### src/rtl/totient_pkg.sv
// Shared types and helpers for the Euler totient engine.
// Latency: n/a (types, constants and a pure combinational function).
// Backpressure: n/a.
package totient_pkg;

    // Default operand width
    localparam int W_DEF = 8;

    typedef enum logic [2:0] {
        IDLE  = 3'd0,
        LOAD  = 3'd1,
        GCD   = 3'd2,
        ACCUM = 3'd3,
        FIN   = 3'd4
    } state_t;

    // Hex digit to seven-segment pattern, bit 6 = A ... bit 0 = G, active-high
    function automatic logic [6:0] hex7(input logic [3:0] d);
        logic [6:0] s;
        case (d)
            4'h0:    s = 7'b1111110;
            4'h1:    s = 7'b0110000;
            4'h2:    s = 7'b1101101;
            4'h3:    s = 7'b1111001;
            4'h4:    s = 7'b0110011;
            4'h5:    s = 7'b1011011;
            4'h6:    s = 7'b1011111;
            4'h7:    s = 7'b1110000;
            4'h8:    s = 7'b1111111;
            4'h9:    s = 7'b1111011;
            4'hA:    s = 7'b1110111;
            4'hB:    s = 7'b0011111;
            4'hC:    s = 7'b1001110;
            4'hD:    s = 7'b0111101;
            4'hE:    s = 7'b1001111;
            default: s = 7'b1000111;
        endcase
        return s;
    endfunction

endpackage

### src/rtl/gcd_sub.sv
// Subtractive GCD: repeatedly reduces the larger operand by the smaller until equal.
// Latency: 1 load cycle + 1 cycle per subtraction + 1 cycle to raise rdy.
// Backpressure: none; a new go restarts the unit, rdy is a one-cycle pulse, g holds until next result.
//
// Ports: clk_0 clock, R async active-low reset, go loads a/b (both >= 1),
//        rdy one-cycle result strobe, g the gcd (valid from rdy until the next rdy).
module gcd_sub #(
    parameter int W = 8
) (
    input  logic         clk_0,
    input  logic         R,
    input  logic         go,
    input  logic [W-1:0] a,
    input  logic [W-1:0] b,
    output logic         rdy,
    output logic [W-1:0] g
);

    logic [W-1:0] a_r;
    logic [W-1:0] b_r;
    logic         run;

    always_ff @(posedge clk_0 or negedge R) begin
        if (!R) begin
            a_r <= '0;
            b_r <= '0;
            run <= 1'b0;
            rdy <= 1'b0;
            g   <= '0;
        end else begin
            rdy <= 1'b0;
            if (go) begin
                a_r <= a;
                b_r <= b;
                run <= 1'b1;
            end else if (run) begin
                if (a_r == b_r) begin
                    run <= 1'b0;
                    rdy <= 1'b1;
                    g   <= a_r;
                end else if (a_r > b_r) begin
                    a_r <= a_r - b_r;
                end else begin
                    b_r <= b_r - a_r;
                end
            end
        end
    end

endmodule

### src/rtl/euler_totient_seq.sv
// Euler totient engine: phi(n) = count of k in 1..n with gcd(k,n)==1, shown as hex on 7-seg digits.
// Latency: IDLE exit to done <= n*(n+4)+3 cycles; n=0 takes 3 cycles.
// Backpressure: start is dropped while busy; results hold until the next done pulse.
//
// Ports: clk_0 clock, R async active-low reset, mode (0 auto sequence, 1 single-shot),
//        start/n_in single-shot request and operand, busy in-progress flag, done result strobe,
//        n_out/phi last result, seg D hex digits of phi (digit i at seg[7i+6:7i]), blank after reset.
module euler_totient_seq
    import totient_pkg::*;
#(
    parameter int W     = W_DEF,
    parameter int N_MAX = (1 << W) - 1,
    parameter int D     = (W + 3) / 4
) (
    input  logic           clk_0,
    input  logic           R,
    input  logic           mode,
    input  logic           start,
    input  logic [W-1:0]   n_in,
    output logic           busy,
    output logic           done,
    output logic [W-1:0]   n_out,
    output logic [W-1:0]   phi,
    output logic [7*D-1:0] seg
);

    localparam logic [W-1:0] N_WRAP = W'(N_MAX);
    localparam logic [W-1:0] ONE    = W'(1);
    localparam int           PW     = 4 * D;

    state_t       state;
    state_t       state_nxt;
    logic [W-1:0] n_r;
    logic [W-1:0] k_r;
    logic [W-1:0] cnt_r;
    logic [W-1:0] auto_n;
    logic         shown;
    logic         gcd_go;
    logic [W-1:0] gcd_a;
    logic         gcd_rdy;
    logic [W-1:0] gcd_g;

    gcd_sub #(.W(W)) u_gcd (
        .clk_0 (clk_0),
        .R     (R),
        .go    (gcd_go),
        .a     (gcd_a),
        .b     (n_r),
        .rdy   (gcd_rdy),
        .g     (gcd_g)
    );

    always_ff @(posedge clk_0 or negedge R) begin
        if (!R) begin
            state <= IDLE;
        end else begin
            state <= state_nxt;
        end
    end

    // The gcd unit is launched in the same cycle k advances, so its operand is
    // the upcoming k: 1 from LOAD, k+1 from ACCUM (k < n there, so no overflow).
    always_comb begin
        state_nxt = state;
        gcd_go    = 1'b0;
        gcd_a     = k_r + ONE;
        case (state)
            IDLE: begin
                if (!mode || start) begin
                    state_nxt = LOAD;
                end
            end
            LOAD: begin
                gcd_a = ONE;
                if (n_r == '0) begin
                    state_nxt = FIN;
                end else begin
                    gcd_go    = 1'b1;
                    state_nxt = GCD;
                end
            end
            GCD: begin
                if (gcd_rdy) begin
                    state_nxt = ACCUM;
                end
            end
            ACCUM: begin
                if (k_r == n_r) begin
                    state_nxt = FIN;
                end else begin
                    gcd_go    = 1'b1;
                    state_nxt = GCD;
                end
            end
            FIN: begin
                state_nxt = IDLE;
            end
            default: begin
                state_nxt = IDLE;
            end
        endcase
    end

    always_ff @(posedge clk_0 or negedge R) begin
        if (!R) begin
            n_r    <= '0;
            k_r    <= '0;
            cnt_r  <= '0;
            auto_n <= ONE;
            busy   <= 1'b0;
            done   <= 1'b0;
            n_out  <= '0;
            phi    <= '0;
            shown  <= 1'b0;
        end else begin
            done <= 1'b0;
            case (state)
                IDLE: begin
                    if (!mode) begin
                        n_r    <= auto_n;
                        auto_n <= (auto_n == N_WRAP) ? ONE : auto_n + ONE;
                        busy   <= 1'b1;
                    end else if (start) begin
                        n_r  <= n_in;
                        busy <= 1'b1;
                    end
                end
                LOAD: begin
                    k_r   <= ONE;
                    cnt_r <= '0;
                end
                ACCUM: begin
                    if (gcd_g == ONE) begin
                        cnt_r <= cnt_r + ONE;
                    end
                    if (k_r != n_r) begin
                        k_r <= k_r + ONE;
                    end
                end
                FIN: begin
                    n_out <= n_r;
                    phi   <= cnt_r;
                    shown <= 1'b1;
                    done  <= 1'b1;
                    busy  <= 1'b0;
                end
                default: begin
                end
            endcase
        end
    end

    // Digits stay blank until the first result after reset.
    logic [PW-1:0] phi_pad;
    assign phi_pad = PW'(phi);

    for (genvar i = 0; i < D; i++) begin : g_dig
        assign seg[7*i +: 7] = shown ? hex7(phi_pad[4*i +: 4]) : 7'b0000000;
    end

endmodule

### config.mk
export PLATFORM = sky130hd
export DESIGN_NAME = euler_totient_seq
export DESIGN_NICKNAME = d
export VERILOG_FILES = /design/src/rtl/totient_pkg.sv /design/src/rtl/gcd_sub.sv /design/src/rtl/euler_totient_seq.sv
export SDC_FILE = /design/constraint.sdc
export NUM_CORES = 1
export LEC_CHECK = 0
export BUFFER_PORTS_ARGS = -buffer_cell sky130_fd_sc_hd__buf_2
export CORE_ASPECT_RATIO = 0.6
export CORE_MARGIN = 3
export CORE_UTILIZATION = 58
export DETAILED_ROUTE_END_ITERATION = 10
export PLACE_DENSITY = 0.8
export SETUP_SLACK_MARGIN = 0.05
export SLEW_MARGIN = 5
export SYNTH_ARGS = -nofsm -noshare
export SYNTH_HDL_FRONTEND = slang
export SYNTH_HIERARCHICAL = 1
export SYNTH_SLANG_ARGS = --single-unit
### constraint.sdc
create_clock -name clk_0 -period 7.5 [get_ports clk_0]
set_input_delay 0.375 -clock clk_0 [delete_from_list [all_inputs] [get_ports clk_0]]
set_output_delay 0.375 -clock clk_0 [all_outputs]
set_load 0.05 [all_outputs]
After elaboration in Yosys (flattened, before gate mapping)
Memory sizes are Yosys's and may differ from the RTL's.
Cells that the tools add are included.
Widths: inputs -> output; s select.
{"block": "totals", "latchBits": 0, "reg_bits": 80, "mem_bits_rw": 0, "romBits": 224, "out_inout_bits": 32, "n_memories": 2}
{"memory": "(name not given)", "words": 16, "width": 7, "rd": 1, "rd_clocked_by_memory_dff": 0, "wr": 0, "line_no": "totient_pkg.sv:20", "source": "case (d)"}
{"memory": "(name not given)", "words": 16, "width": 7, "rd": 1, "rd_clocked_by_memory_dff": 0, "wr": 0, "line_no": "totient_pkg.sv:20"}
{"block": "op_classes", "eq_ne": 17, "magnitude_cmp": 1, "bitwise_logic": 2, "n_mux": 36, "mul": 0, "n_shift": 0, "addsub": 5, "reduce_logical": 17, "n_div": 0}
{"operator": "$mux 8", "n": 14}
{"operator": "$pmux 8 s2", "n": 2}
{"operator": "$add 8x1->8 const B", "n": 3}
{"operator": "$eq 8x8->1", "n": 2}
{"operator": "$sub 8x8->8", "n": 2}
{"operator": "$mux 7", "n": 2}
{"operator": "$mux 3", "n": 4}
{"operator": "$pmux 3 s4", "n": 1}
{"operator": "$reduce_and 2->1", "n": 6}
{"operator": "$mux 1", "n": 11}
{"operator": "$ne 2x2->1 const B", "n": 5}
{"operator": "$reduce_and 3->1", "n": 3}
{"operator": "$eq 8x1->1 const B", "n": 1}
{"operator": "$eq 8x8->1 const B", "n": 1}
{"operator": "$gt 8x8->1", "n": 1}
{"operator": "$logic_not 8->1", "n": 1}
{"operator": "$ne 8x8->1", "n": 1}
{"operator": "$reduce_bool 2->1", "n": 4}
{"operator": "$eq 3x2->1 const B", "n": 2}
{"operator": "$ne 2x1->1 const B", "n": 2}
{"operator": "$pmux 1 s2", "n": 2}
{"operator": "$eq 3x1->1 const B", "n": 1}
{"operator": "$eq 3x3->1 const B", "n": 1}
{"operator": "$logic_not 3->1", "n": 1}
{"operator": "4 further kinds", "n": 5}

Depth between registers and ports, before layout
{"block": "depth", "word_depth": 5, "mapped_depth": 10, "ltp_nobuf": 8}

Cells and area by module
Netlist, hierarchy kept.
{"mod": "euler_totient_seq", "area_per_inst_um2": 3256.9, "n_inst": 1, "cells_each": 334}
{"mod": "gcd_sub", "area_per_inst_um2": 2031.9, "n_inst": 1, "cells_each": 209}

Worst setup path before layout
No wires, ideal clock.
{"block": "synth_path", "path_kind": "register -> output", "start": "register phi[5]", "end": "output port seg[10]", "n_path_buf": 0, "path_stages_with_launch": 6, "slack_ns": 4.360, "required_time_ns": 7.125, "arrival_ns": 2.765, "cell_sequence": "dfrtp_1 inv_1 ha_1 or2_2 o211a_1 a311oi_1"}
{"block": "synth_between", "elab_chain_len": 2}
{"item": "from (decl)", "line_no": "euler_totient_seq.sv:23", "source": "output logic [W-1:0] phi,"}
{"item": "from (signal assigned)", "line_no": "euler_totient_seq.sv:142", "source": "phi <= cnt_r;"}
{"item": "$mem_v2 16x7"}
{"item": "$mux 7", "line_no": "euler_totient_seq.sv:158", "source": "assign seg[7*i +: 7] = shown ? hex7(phi_pad[4*i +: 4]) : 7'b0000000;"}
{"item": "to (decl)", "line_no": "euler_totient_seq.sv:24", "source": "output logic [7*D-1:0] seg"}
No other way between the ends.

Worst setup path in the final report
{"block": "layout_path", "start": "register k_r[1]", "end": "register u_gcd.g[7]"}
{"block": "layout_between", "elab_chain_len": 5}
{"item": "from (decl)", "line_no": "euler_totient_seq.sv:34", "source": "logic [W-1:0] k_r;"}
{"item": "from (signal assigned)", "line_no": "euler_totient_seq.sv:137", "source": "k_r <= k_r + ONE;"}
{"item": "$eq 8x8->1", "line_no": "euler_totient_seq.sv:88", "source": "if (k_r == n_r) begin"}
{"item": "$mux 1", "line_no": "euler_totient_seq.sv:88"}
{"item": "$pmux 1 s2", "line_no": "euler_totient_seq.sv:67", "source": "case (state)"}
{"item": "via gcd_go", "line_no": "euler_totient_seq.sv:38", "source": "logic gcd_go;"}
{"item": "$not 1->1 (no line)"}
{"item": "$reduce_and 3->1 (no line)"}
{"item": "to (signal assigned)", "line_no": "gcd_sub.sv:40", "source": "g <= a_r;"}
{"item": "to (decl)", "line_no": "gcd_sub.sv:16", "source": "output logic [W-1:0] g"}
The timed path passes the listed nets, and every way through them passes these cells.
A chain may end at the register's enable or synchronous reset.

==> metrics <==
status=finished, final reports clean; drt wl/cell=18.6 µm; Initial Utilization=60.9%; instance count of the mapped netlist=543; routed vias/inst=6.40; startpoint types=flip-flop; Hold Crit Class=in -> async; final setup fails=0; worst slew pin tran=0.986 ns; cts hold-fix bufs=0; register area share after synthesis=37.9%; Rows=26; Max Root-Sink Buffers=2; Max-slew headroom=34.1%; PnR worst setup slack=4.75 ns; clock insertion delay at the later pin of the skew report=0.34 ns; vias in the first global route=4036; remaining global-route overflow=0; Main synth FF type=dfrtp_1; Peak supply drop=0.245 mV; CP Capture Type=flip-flop; Setup Skew=0.00605 ns; Final Max Tran Viols=0; gr usage total=26.1%; number of setup buffers added after CTS=0; die area=10300 µm²; critical path required time=7.72 ns; IO buf count=43; total chip power=2960 µW; die width=129 µm; hold_ws=0.189 ns; Area Growth Syn to Fin=10.3%; Post-synth EDFFs=0; register bit total from synthesis=80; unrepaired setup endpoints after global routing=no; setup TNS=0 ns; # DRC=0; pre-CTS setup slack=4.81 ns; crit path launch=k_r[1]; Worst EP arrival=2.97 ns; Final #Nets=616; filler instances=637; maximum fanout along the worst path=9; Final min period=2.75 ns; CTS H-tree lvls=3; CORE AREA=8690 µm²; antenna viol nets, final=0; first-pass GRT wire length=21000 µm; largest net degree at the start of global routing=81; Cell Area, Synth=5290 µm²; fraction of layout cells with a size suffix above 1=19.8%; post-synthesis cell type count=85; Iteration-0 DRC Markers=402; Root Driver=clkbuf_16; critical path capture point=u_gcd/g[7]; Post-Route Utilization=67.2%; fin crit share=36.6%; ANT cells=0; WL final=12800 µm; DP HPWL=9590 µm; CTS tree=yes; Mapped Nets=587; I/O pin total=44; Power per Cell Area=508 nW/µm²; initial antenna violation count=0; CTS Buf Count=9; Routability Congestion=0.982; CTS resizes=0; FMAX=364 MHz; Sink Count=80; reg2reg path depth=6; Max-Cap Viols=0; Final Hold Vio Count=0; worst reg-to-reg setup slack=4.75 ns; Die Y=80.0 µm; vias post-DR=4410; ys async rst share=100%; 1st-pass router iterations=7; path type of the worst setup path=reg -> reg; syn_area_per_cell=9.74 µm²; reg-to-reg critical path startpoint=k_r[1]; Leak Pwr=0.00268 µW; Worst R2R End=u_gcd/g[7]; Reg clk slew, reported paths=0.06 ns; yosys warns=6
[stage by stage]
| stage | instance area (µm²) | cells |
|---|---|---|
| 3_3_place_gp | 5500 | 673 |
| 6_report | 5830 | 689 |
| 3_5_place_dp | 5500 | 673 |
| 2_1_floorplan | 5290 | 543 |
| 5_1_grt | 5830 | 689 |
| 4_1_cts | 5830 | 689 |
[layer usage]
| metal | GRT usage, % | vias up | wire, µm |
|---|---|---|---|
| li1 | - | 2043 | - |
| met3 | 7.95 | 22 | 1300 |
| met2 | 34.9 | 232 | 5250 |
| met4 | 7.86 | 0 | 195 |
| met5 | 0 | - | 0 |
| met1 | 40.0 | 2113 | 6100 |
[layout by cell type, fill, tap and decap left out, drive strengths merged, types with 18 or more instances in the layout]
master and count:
ha 30, mux2i 19, nand2 58, nor2 26, a21oi 25, mux2 18, inv 31, dfrtp 79
o21ai 38, buf 44, nand4 19
[state kept, by name (all words and copies together), names as in the netlist, 3 cells and up]
signal	count
n_out	8
auto_n	8
phi	8
u_gcd/a_r	8
u_gcd/g	8
state	3
u_gcd/b_r	8
k_r	8
n_r	8
cnt_r	8
[power by group]
group / switching (µW) / internal [µW] / leakage (µW) / total, µW
Clock: 171 / 324 / 0.000162 / 495
Combinational: 1070 / 624 / 0.00147 / 1700
Sequential: 191 / 577 / 0.00105 / 768
Total: 1440 / 1530 / 0.00268 / 2960
[worst max-delay path, stage by stage (launching register included)]
cell and delay [ns]:
dfrtp_1 0.45, xnor2_1 0.26, nand4_1 0.30, o21ai_2 0.35, nand2_1 0.25, nor4_4 0.62
mux2_2 0.41
[worst min path at each step]
stage                  start          to  depth (start not counted)
floorplan                  R   auto_n[1]                          0
global placement    n_out[3]    n_out[3]                          1
finish                     R  u_gcd/g[4]                          1
CTS                        R    cnt_r[7]                          1
detailed placement  n_out[5]    n_out[5]                          1
global route               R      phi[6]                          1
[logic make-up (layout without fill, tap and decap cells)]
family,Yosys count,after routing,synth area share (%)
buffers and inverters,60,94,5.37
AO/OA/AOI/OAI,124,124,16.7
adder cells (fa/ha/maj),32,32,7.85
multiplexers,38,38,7.85
flip-flops,80,80,37.9
XOR/XNOR,26,26,4.31
AND/OR/NAND/NOR,183,183,20.1
[synth_stat cells, types with 3 or more instances]
cell	number	area [µm²]
a211oi_1	6	45.0
a21oi_1	25	125
a311oi_1	3	26.3
and2_1	6	37.5
and3_1	6	37.5
buf_2	8	40.0
buf_4	3	22.5
buf_6	5	56.3
clkbuf_1	9	33.8
clkinv_1	3	11.3
dfrtp_1	79	1980
ha_1	30	375
inv_1	29	109
mux2_2	18	203
mux2i_1	19	190
nand2_1	57	214
nand2b_1	4	25.0
nand3_1	8	40.0
nand4_1	16	100
nor2_1	26	97.6
nor2b_1	3	18.8
nor3_1	13	65.1
nor3b_1	3	22.5
nor4_1	5	31.3
o211ai_1	5	37.5
o21ai_0	28	140
o21ai_1	9	45.0
o311a_1	3	30.0
o311ai_0	8	70.1
o31ai_1	5	37.5
or3_1	3	18.8
or4_1	5	37.5
xnor2_1	17	149
xor2_1	9	78.8
[area by class of cell]
class / instances / area [µm²] / area share, %
clock buffers: 10 / 229 / 3.92
well taps: 112 / 140 / 2.40
multi-input cells: 403 / 3000 / 51.4
inverters: 34 / 128 / 2.19
repair buffers: 44 / 225 / 3.86
clock inverters: 6 / 108 / 1.84
flip-flops and latches: 80 / 2000 / 34.3
(Power assumes the default switching activity.)
